## src/rtl/serial_shift_ctrl.sv

```systemverilog
// Serializes one parallel word per handshake onto serial_out, holding each bit
// for div+1 clocks, in LSB-first or MSB-first order, with a done pulse at the end.
module serial_shift_ctrl #(
  parameter int WIDTH = 8,
  parameter int DIV_W = 8
) (
  input  logic                     clk,
  input  logic                     rst_n,
  input  logic                     in_valid,
  output logic                     in_ready,
  input  logic [WIDTH-1:0]         in_data,
  input  logic [DIV_W-1:0]         div,
  input  logic                     lsb_first,
  output logic                     serial_out,
  output logic                     busy,
  output logic                     done,
  output logic [$clog2(WIDTH)-1:0] bit_idx
);

  localparam int IDX_W = $clog2(WIDTH);
  localparam logic [IDX_W-1:0] LAST_BIT = IDX_W'(WIDTH - 1);

  typedef enum logic [1:0] {IDLE, SHIFT, DONE} state_t;

  state_t             state_reg;
  logic [WIDTH-1:0]   shift_reg;
  logic [IDX_W-1:0]   bit_cnt_reg;
  logic [DIV_W-1:0]   tick_cnt_reg;
  logic [DIV_W-1:0]   div_reg;
  logic               dir_reg;

  logic [WIDTH-1:0]   shift_next;
  logic               bit_next;

  // The bit adjacent to the output end becomes the next bit on the line.
  always_comb begin
    shift_next = dir_reg ? (shift_reg >> 1) : (shift_reg << 1);
    bit_next   = dir_reg ? shift_reg[1] : shift_reg[WIDTH-2];
  end

  assign in_ready = (state_reg == IDLE);
  assign bit_idx  = bit_cnt_reg;

  always_ff @(posedge clk or negedge rst_n) begin
    if (!rst_n) begin
      state_reg    <= IDLE;
      shift_reg    <= '0;
      bit_cnt_reg  <= '0;
      tick_cnt_reg <= '0;
      div_reg      <= '0;
      dir_reg      <= 1'b0;
      serial_out   <= 1'b0;
      busy         <= 1'b0;
      done         <= 1'b0;
    end else begin
      case (state_reg)
        IDLE: begin
          serial_out <= 1'b0;
          busy       <= 1'b0;
          done       <= 1'b0;
          if (in_valid) begin
            shift_reg    <= in_data;
            div_reg      <= div;
            dir_reg      <= lsb_first;
            bit_cnt_reg  <= '0;
            tick_cnt_reg <= '0;
            busy         <= 1'b1;
            serial_out   <= lsb_first ? in_data[0] : in_data[WIDTH-1];
            state_reg    <= SHIFT;
          end
        end
        SHIFT: begin
          if (tick_cnt_reg == div_reg) begin
            tick_cnt_reg <= '0;
            if (bit_cnt_reg == LAST_BIT) begin
              serial_out <= 1'b0;
              done       <= 1'b1;
              state_reg  <= DONE;
            end else begin
              shift_reg   <= shift_next;
              serial_out  <= bit_next;
              bit_cnt_reg <= bit_cnt_reg + 1'b1;
            end
          end else begin
            tick_cnt_reg <= tick_cnt_reg + 1'b1;
          end
        end
        DONE: begin
          done        <= 1'b0;
          busy        <= 1'b0;
          bit_cnt_reg <= '0;
          state_reg   <= IDLE;
        end
        default: state_reg <= IDLE;
      endcase
    end
  end

endmodule

```

## config.mk

```make
export PLATFORM = sky130hd
export DESIGN_NAME = serial_shift_ctrl
export DESIGN_NICKNAME = d
export VERILOG_FILES = /design/src/rtl/serial_shift_ctrl.sv
export SDC_FILE = /design/constraint.sdc
export NUM_CORES = 1
export LEC_CHECK = 0
export CORE_MARGIN = 2
export CORE_UTILIZATION = 48
export DETAILED_ROUTE_END_ITERATION = 8
export PLACE_DENSITY = 0.74
export SLEW_MARGIN = 15
export SYNTH_ARGS = -nofsm -noshare
export SYNTH_HDL_FRONTEND = slang
export SYNTH_SLANG_ARGS = --single-unit
```

## constraint.sdc

```tcl
create_clock -name clk -period 1.7 [get_ports clk]
set_clock_uncertainty 0.2 [all_clocks]
set_input_delay 0.34 -clock clk [delete_from_list [all_inputs] [get_ports clk]]
set_output_delay 0.34 -clock clk [all_outputs]
set_load 0.03 [all_outputs]
```

-- Yosys cells after proc, flatten, opt, wreduce, memory -nomap -nowiden
Cells that the tools add are included.
- $add $sub $neg: 2
- equal/unequal tests: 8
- muxes and demuxes: 27
- reductions and logical operators: 13
- operator list (operator ; number):
    $mux 8 ; 6
    $pmux 8 s2 ; 2
    $mux 3 ; 3
    $pmux 3 s3 ; 1
    $add 8x1->8 const B ; 1
    $eq 8x8->1 ; 1
    $mux 1 ; 8
    $ne 2x2->1 const B ; 4
    $reduce_and 4->1 ; 2
    $mux 2 ; 3
    $pmux 1 s2 ; 3
    $reduce_and 2->1 ; 3
    $reduce_and 3->1 ; 2
    $reduce_bool 2->1 ; 3
    $pmux 2 s2 ; 1
    $add 3x1->3 const B ; 1
    $eq 3x3->1 const B ; 1
    $reduce_bool 3->1 ; 1
    $eq 2x1->1 const B ; 1
    $eq 2x2->1 const B ; 1
    $logic_not 2->1 ; 1
    $reduce_or 2->1 ; 1
- register bits: 33
- input bits: 20

-- Logic depth before layout (Yosys ltp)
Gate-level depths: netlist of the first run.
- word-level depth: 4
- mapped depth: 6

-- Worst setup path after synthesis of the first run
OpenSTA, ideal clock, no wires.
- path kind: register to register
- start point: reg bit_cnt_reg[0] (netlist: bit_idx[0])
- end point: reg shift_reg[0]
- setup time: 0.125 ns
- arrival: 1.656 ns
- slack: -0.280 ns
- stages on the path, launching flop included: 6
- cells stage by stage: dfrtp_1 > ha_1 > ha_1 > nor2b_1 > o211ai_4 > mux2_2
- word-level cells in the longest chain between the ends: 3
- RTL lines (item ; RTL line ; source):
    from (decl) ; 27 ; logic [IDX_W-1:0] bit_cnt_reg;
    from (signal assigned) ; 82 ; bit_cnt_reg <= bit_cnt_reg + 1'b1;
    $eq 3x3->1 ; 75 ; if (bit_cnt_reg == LAST_BIT) begin
    $ne 2x2->1 (no source line) ; -- ;
    $reduce_and 4->1 (no source line) ; -- ;
    to (signal assigned) ; 62 ; shift_reg <= in_data;
    to (signal assigned) ; 80 ; shift_reg <= shift_next;
    to (decl) ; 26 ; logic [WIDTH-1:0] shift_reg;
Every way passes these cells.
A chain may end at the register's enable or synchronous reset.

-- Final worst setup path of the first run
- start point: reg tick_cnt_reg[5]
- end point: reg shift_reg[1]
- word-level cells in the longest chain between the ends: 3
- RTL lines (item ; RTL line ; source):
    from (decl) ; 28 ; logic [DIV_W-1:0] tick_cnt_reg;
    from (signal assigned) ; 85 ; tick_cnt_reg <= tick_cnt_reg + 1'b1;
    $eq 8x8->1 ; 73 ; if (tick_cnt_reg == div_reg) begin
    $ne 2x2->1 (no source line) ; -- ;
    $reduce_and 4->1 (no source line) ; -- ;
Every way passes these cells.

==> run metrics, run 1 <==
clock sink count=33; cell area after synthesis=0.00170 mm^2; # IOs=27; path category of the worst min-delay check=in -> async; total inserted antenna cells=0; core footprint=0.00336 mm^2; highest net fanout along the worst path=8; cell area after placement=0.00220 mm^2; Clk pin slew, worst setup/hold paths=0.11 ns; Post-DP HPWL=2.66 mm; violated checks=setup timing; DRC errors left=0; setup repair after global routing missed its margin=yes; total via count in the routed design=1352; busiest metal layer after global routing=met2; power per cell area=1220 mW/mm^2; Max VDD drop=0.781 mV; arrival time at the worst endpoint=1.92 ns; number of buffers created by CTS=5; via count of the first global-routing pass=1446; type of the worst setup path=reg -> reg; final net count=232; sum of internal, switching and leakage power=2.82 mW; TritonCTS clock tree=done; final cycle utilization of the critical path=111%; Setup crit end kind=flop; Synth warnings=0; Max Clock Freq=528 MHz; global-route total usage across every layer=20.3%; end-of-flow core utilization=68.6%; number of hold buffers added after cts=0; Mapped Nets=183; number of storage elements in the synthesis netlist=33; leakage component of the power=0.983 nW; fraction of layout cells with a size suffix above 1=32.5%; Post-Synthesis Cells=160; buffer cell driving the clock tree root=clkbuf_4; Port Buffers=26; pin count of the biggest net entering global routing=34; Mean Syn Cell Area=10.6 um^2; Pins Over Slew Limit=0; Skew-Pair Late Insertion Delay=0.34 ns; Layout Cells excl Fill=255; number of cells in the design after placement=247; Unique masters post-synth=32; via count normalized by instance count=5.30; Critical Path Start Type=flop; Non-Filler Cell Area, Final=0.00231 mm^2; least setup slack across all paths after layout=-0.195 ns; final global-route overflow total=0; # setup viols final=18; actual slew at the worst max-slew pin=0.370 ns; Die Span Y=63.5 um; GRT met2 Usage=38.2%; initial DRC count=48; sequential area share after synthesis=48.6%; Routed WL=3.64 mm; DIE WIDTH=63.5 um; outcome=finished with violations; total count of hold-check failures in the final report=0; routing usage on met3=6.43%; number of nets with antenna violations after routing=0; wire length of the first global-routing pass=6.27 mm; Starting Density=50.5%; data required time at the worst endpoint=1.73 ns; total iterations of the first detailed-routing run=4; Die Area=0.00403 mm^2; WL per Instance=14.3 um; Longest Clk Path Bufs=2; worst max-slew margin expressed relative to the limit=75.3%; Placement Setup Slack=-0.380 ns; Period minus WS final=1.89 ns; maximum level of the CTS H-tree=2; Syn-to-layout area delta=36.0%; gp weighted congestion=0.785; initial antenna violation count=0; met1 track demand over resource=21.1%; Rows=21; max cap viols=0
-- metrics by stage --
stage / setup TNS (ns) / hold slack, ns
final: -2.29 / 0.160
after global routing: -3.66 / 0.161
after floorplan: -0.894 / -0.156
after global placement: -5.34 / 0.262
after CTS: -2.48 / 0.163
after detailed placement: -6.12 / 0.271
-- placed cells by master (no fill, tap or decap), types with 2 or more instances in the layout --
cell and count:
nand2_1 22, inv_1 2, dfrtp_2 3, buf_4 18
o21ai_0 15, xnor2_1 8, a22o_1 2, nand3_1 2
ha_4 2, clkdlybuf4s50_1 19, mux2_2 18, dlygate4sd2_1 2
nor2_1 8, o21ai_1 2, clkbuf_4 5, mux2i_1 9
buf_12 2, dfrtp_1 30, nor3_1 3, clkbuf_2 3
o22ai_1 2, a21oi_1 6, buf_6 3
-- cells by family (layout without fill, tap and decap cells) --
logic type	count (synthesis)	count (layout)	share of synthesized area, %
AND/OR/NAND/NOR	46	46	12.5
AO/OA/AOI/OAI	34	34	12.7
flip-flops	33	33	48.6
multiplexers	28	28	17.9
XOR/XNOR	8	8	4.13
buffers and inverters	8	57	1.92
adder cells (fa/ha/maj)	3	3	2.21
-- per-layer routing --
| metal | share of wire [%] | up-vias | wire [um] |
|---|---|---|---|
| met5 | 0 | - | 0 |
| met4 | 1.7 | 0 | 63 |
| met3 | 5.0 | 8 | 182 |
| met2 | 51 | 36 | 1870 |
| met1 | 42 | 645 | 1520 |
| li1 | - | 663 | - |
-- final timing paths --
kind / from / depth (start not counted) / end / slack [ns]
setup / recovery: tick_cnt_reg[5] / 5 / shift_reg[1] / -0.19
hold / removal: rst_n / 2 / div_reg[5] / 0.16
setup reg to reg: tick_cnt_reg[5] / 5 / shift_reg[1] / -0.19
hold reg to reg: busy / 1 / busy / 0.29
max in group asynchronous: rst_n / 2 / bit_idx[1] / 0.95
min in group clk: busy / 1 / busy / 0.29
-- cells in the mapped netlist --
library cell / n / area [um^2]
o22ai_1: 2 / 12.5
a21oi_1: 6 / 30.0
o21ai_1: 1 / 5.00
mux2_2: 19 / 214
inv_1: 2 / 7.51
a31oi_1: 1 / 6.26
o21ai_0: 17 / 85.1
nor2_1: 9 / 33.8
a211oi_1: 1 / 7.51
o211ai_4: 1 / 21.3
ha_1: 3 / 37.5
nand2_1: 23 / 86.3
o21ai_4: 1 / 16.3
mux2i_1: 9 / 90.1
dfrtp_1: 33 / 826
nor2b_1: 2 / 12.5
a21o_1: 1 / 7.51
nor3_1: 3 / 15.0
or2_2: 1 / 6.26
a22o_1: 2 / 17.5
and3_1: 1 / 6.26
buf_2: 2 / 10.0
nand4_2: 1 / 12.5
o31ai_1: 1 / 7.51
clkbuf_1: 3 / 11.3
nand4_1: 1 / 6.26
buf_1: 1 / 3.75
nand2b_1: 1 / 6.26
xnor2_1: 8 / 70.1
nor3_2: 1 / 10.0
nand3_1: 2 / 10.0
and2_1: 1 / 6.26
-- timing repair --
item | CTS | global route
buffers inserted | 1 | 0
resized for setup | 11 | 16
pin swaps | 2 | 3
setup endpoints to repair | 19 | 25
hold endpoints to repair | 0 | 0
-- worst max-delay path, cell delays in order (launching register included) --
cell and delay [ns]:
dfrtp_1 0.41, xnor2_1 0.18, nand4_1 0.25, o21ai_4 0.25
o211ai_4 0.16, mux2_4 0.33
-- where the power goes --
part	total [mW]	internal, mW	switching, mW	leakage, nW
clock network	0.567	0.299	0.267	0.0410
registers	1.22	1.03	0.190	0.411
logic	1.04	0.565	0.477	0.532
total	2.82	1.89	0.934	0.983
-- area by class of cell --
| class | count | area, um^2 |
|---|---|---|
| multi-input combinational | 119 | 898 |
| fill | 263 | 1050 |
| inverter | 2 | 7.51 |
| tap | 46 | 57.6 |
| clock buffer | 5 | 37.5 |
| timing repair buffer | 48 | 443 |
| clock inverter | 2 | 35.0 |
| sequential | 33 | 830 |
(Power assumes the default switching activity.)
==> run 2: changes to the inputs <==
--- a/config.mk
+++ b/config.mk
@@ -6,10 +6,10 @@
 export NUM_CORES = 1
 export LEC_CHECK = 0
 export CORE_MARGIN = 2
-export CORE_UTILIZATION = 48
+export CORE_UTILIZATION = 40
 export DETAILED_ROUTE_END_ITERATION = 8
-export PLACE_DENSITY = 0.74
-export SLEW_MARGIN = 15
+export PLACE_DENSITY = 0.63
+export SLEW_MARGIN = 5
 export SYNTH_ARGS = -nofsm -noshare
 export SYNTH_HDL_FRONTEND = slang
 export SYNTH_SLANG_ARGS = --single-unit
==> run 2 against run 1 <==
Compared with the run above: the run still ends with setup timing left; register-to-register slack about the same; utilization down 9.3 points; critical endpoint is now bit_idx[0]; design area increased by 3.6%; highest routed layer unchanged.
==> run metrics, run 2 (synthesized netlist as in run 1, its figures left out) <==
arrival time at the worst endpoint=1.91 ns; Clk pin slew, worst setup/hold paths=0.06 ns; Layout Cells excl Fill=259; outcome=finished with violations; data required time at the worst endpoint=1.71 ns; endpoint of the worst setup timing path=bit_idx[0]; cell area after placement=0.00220 mm^2; total count of hold-check failures in the final report=0; final net count=232; Critical Path Start Type=flop; Post-Route Setup TNS=-2.19 ns; Port Buffers=26; Syn-to-layout area delta=40.8%; Setup crit end kind=flop; TritonCTS clock tree=done; Fin Hold WS=0.240 ns; r2r setup slk=-0.19 ns; start point of the critical path=tick_cnt_reg[2]; via count of the first global-routing pass=1394; total iterations of the first detailed-routing run=4; total via count in the routed design=1340; number of buffers created by CTS=5; clock sink count=33; Skew-Pair Late Insertion Delay=0.27 ns; Placement Setup Slack=-0.364 ns; Max Clock Freq=529 MHz; Longest Clk Path Bufs=2; number of nets with antenna violations after routing=0; Post-DP HPWL=2.63 mm; initial DRC count=72; type of the worst setup path=reg -> reg; actual slew at the worst max-slew pin=0.386 ns; Max VDD drop=0.627 mV; worst max-slew margin expressed relative to the limit=74.3%; final global-route overflow total=0; total inserted antenna cells=0; fraction of layout cells with a size suffix above 1=34.0%; Die Area=0.00478 mm^2; Die Span Y=69.2 um; buffer cell driving the clock tree root=clkbuf_8; leading cell types in the layout, fill and taps excluded=dfrtp_1 (31), nand2_1 (22), clkdlybuf4s50_1 (19); power per cell area=1260 mW/mm^2; violated checks=setup timing; highest net fanout along the worst path=3; wire length of the first global-routing pass=6.41 mm; FF-to-FF path depth=6; WL per Instance=14.5 um; Starting Density=42.1%; Non-Filler Cell Area, Final=0.00239 mm^2; initial antenna violation count=0; final cycle utilization of the critical path=111%; path category of the worst min-delay check=in -> async; terminus of the critical flop-to-flop path=bit_idx[0]; most frequent standard cell in the layout excluding fill and tap cells=dfrtp_1; least setup slack across all paths after layout=-0.192 ns; Routed WL=3.74 mm; setup repair after global routing missed its margin=yes; maximum level of the CTS H-tree=2; global-route total usage across every layer=16.7%; Rows=23; Fillers=342; Pins Over Slew Limit=0; DRC errors left=0; pin count of the biggest net entering global routing=34; # IOs=27; gp weighted congestion=0.855; leakage component of the power=1.02 nW; number of cells in the design after placement=248; Period minus WS final=1.89 ns; # setup viols final=13; DIE WIDTH=69.2 um; core footprint=0.00403 mm^2; max cap viols=0; worst reg2reg startpoint=tick_cnt_reg[2]; number of hold buffers added after cts=0; via count normalized by instance count=5.17
run 2: cell count changes in the layout (fill, tap and decap cells not counted), moves of 3 or more:
cell	before	now
o21ai_1	2	8
xnor2_2	0	3
xnor2_1	8	5
clkbuf_8	0	6
o21ai_0	15	8
clkbuf_4	5	0
clkbuf_2	3	0
dlygate4sd2_1	2	5
run 2: area by class of cell:
class / instances / area (um^2) / area share [%]
Inverter: 2 / 7.51 / 0.314
Tap cell: 50 / 62.6 / 2.62
Clock buffer: 7 / 86.3 / 3.61
Sequential cell: 33 / 828 / 34.6
Multi-Input combinational cell: 119 / 945 / 39.5
Timing Repair Buffer: 48 / 462 / 19.3
run 2: worst min-delay path by stage:
stage | slack [ns] | from | depth (start not counted) | to
3_5_place_dp | 0.28 | done | 2 | done
2_1_floorplan | -0.16 | rst_n | 0 | bit_idx[0]
5_1_grt | 0.24 | rst_n | 2 | div_reg[4]
6_report | 0.24 | rst_n | 2 | div_reg[4]
3_3_place_gp | 0.27 | busy | 1 | busy
4_1_cts | 0.25 | rst_n | 2 | bit_idx[2]
run 2: per-layer routing:
metal | GRT usage [%] | vias up | wire length (um)
met5 | 0 | - | 0
met4 | 3.92 | 0 | 24
met3 | 4.39 | 4 | 84
met2 | 28.3 | 17 | 1920
met1 | 21.4 | 661 | 1720
li1 | - | 658 | -
run 2: repair_timing:
action / CTS / global route
setup endpoints to repair: 28 / 32
hold endpoints to repair: 0 / 0
cloned: 0 / 0
gates resized for setup: 13 / 21
pin swaps: 7 / 3
setup buffers: 2 / 2
run 2: stage by stage:
step | util [%] | total power, mW
after floorplan | - | 1.86
after global routing | 59.3 | 3.23
after global placement | 54.6 | 2.25
after CTS | 57.5 | 2.88
after detailed placement | 54.6 | 2.29
final | 59.3 | 3.01
run 2: critical path: stages, from the launching register on:
cell and delay [ns]:
dfrtp_1 0.41, xnor2_2 0.21, nand4_1 0.20, buf_4 0.20, or2_4 0.24, nor3_4 0.21
mux2_4 0.17
run 2: report_power, final:
group          leakage (nW)  switching, mW  internal [mW]  total [mW]
clock                0.0443          0.259          0.321       0.580
sequential            0.411          0.202           1.03        1.23
combinational         0.562          0.531          0.666        1.20
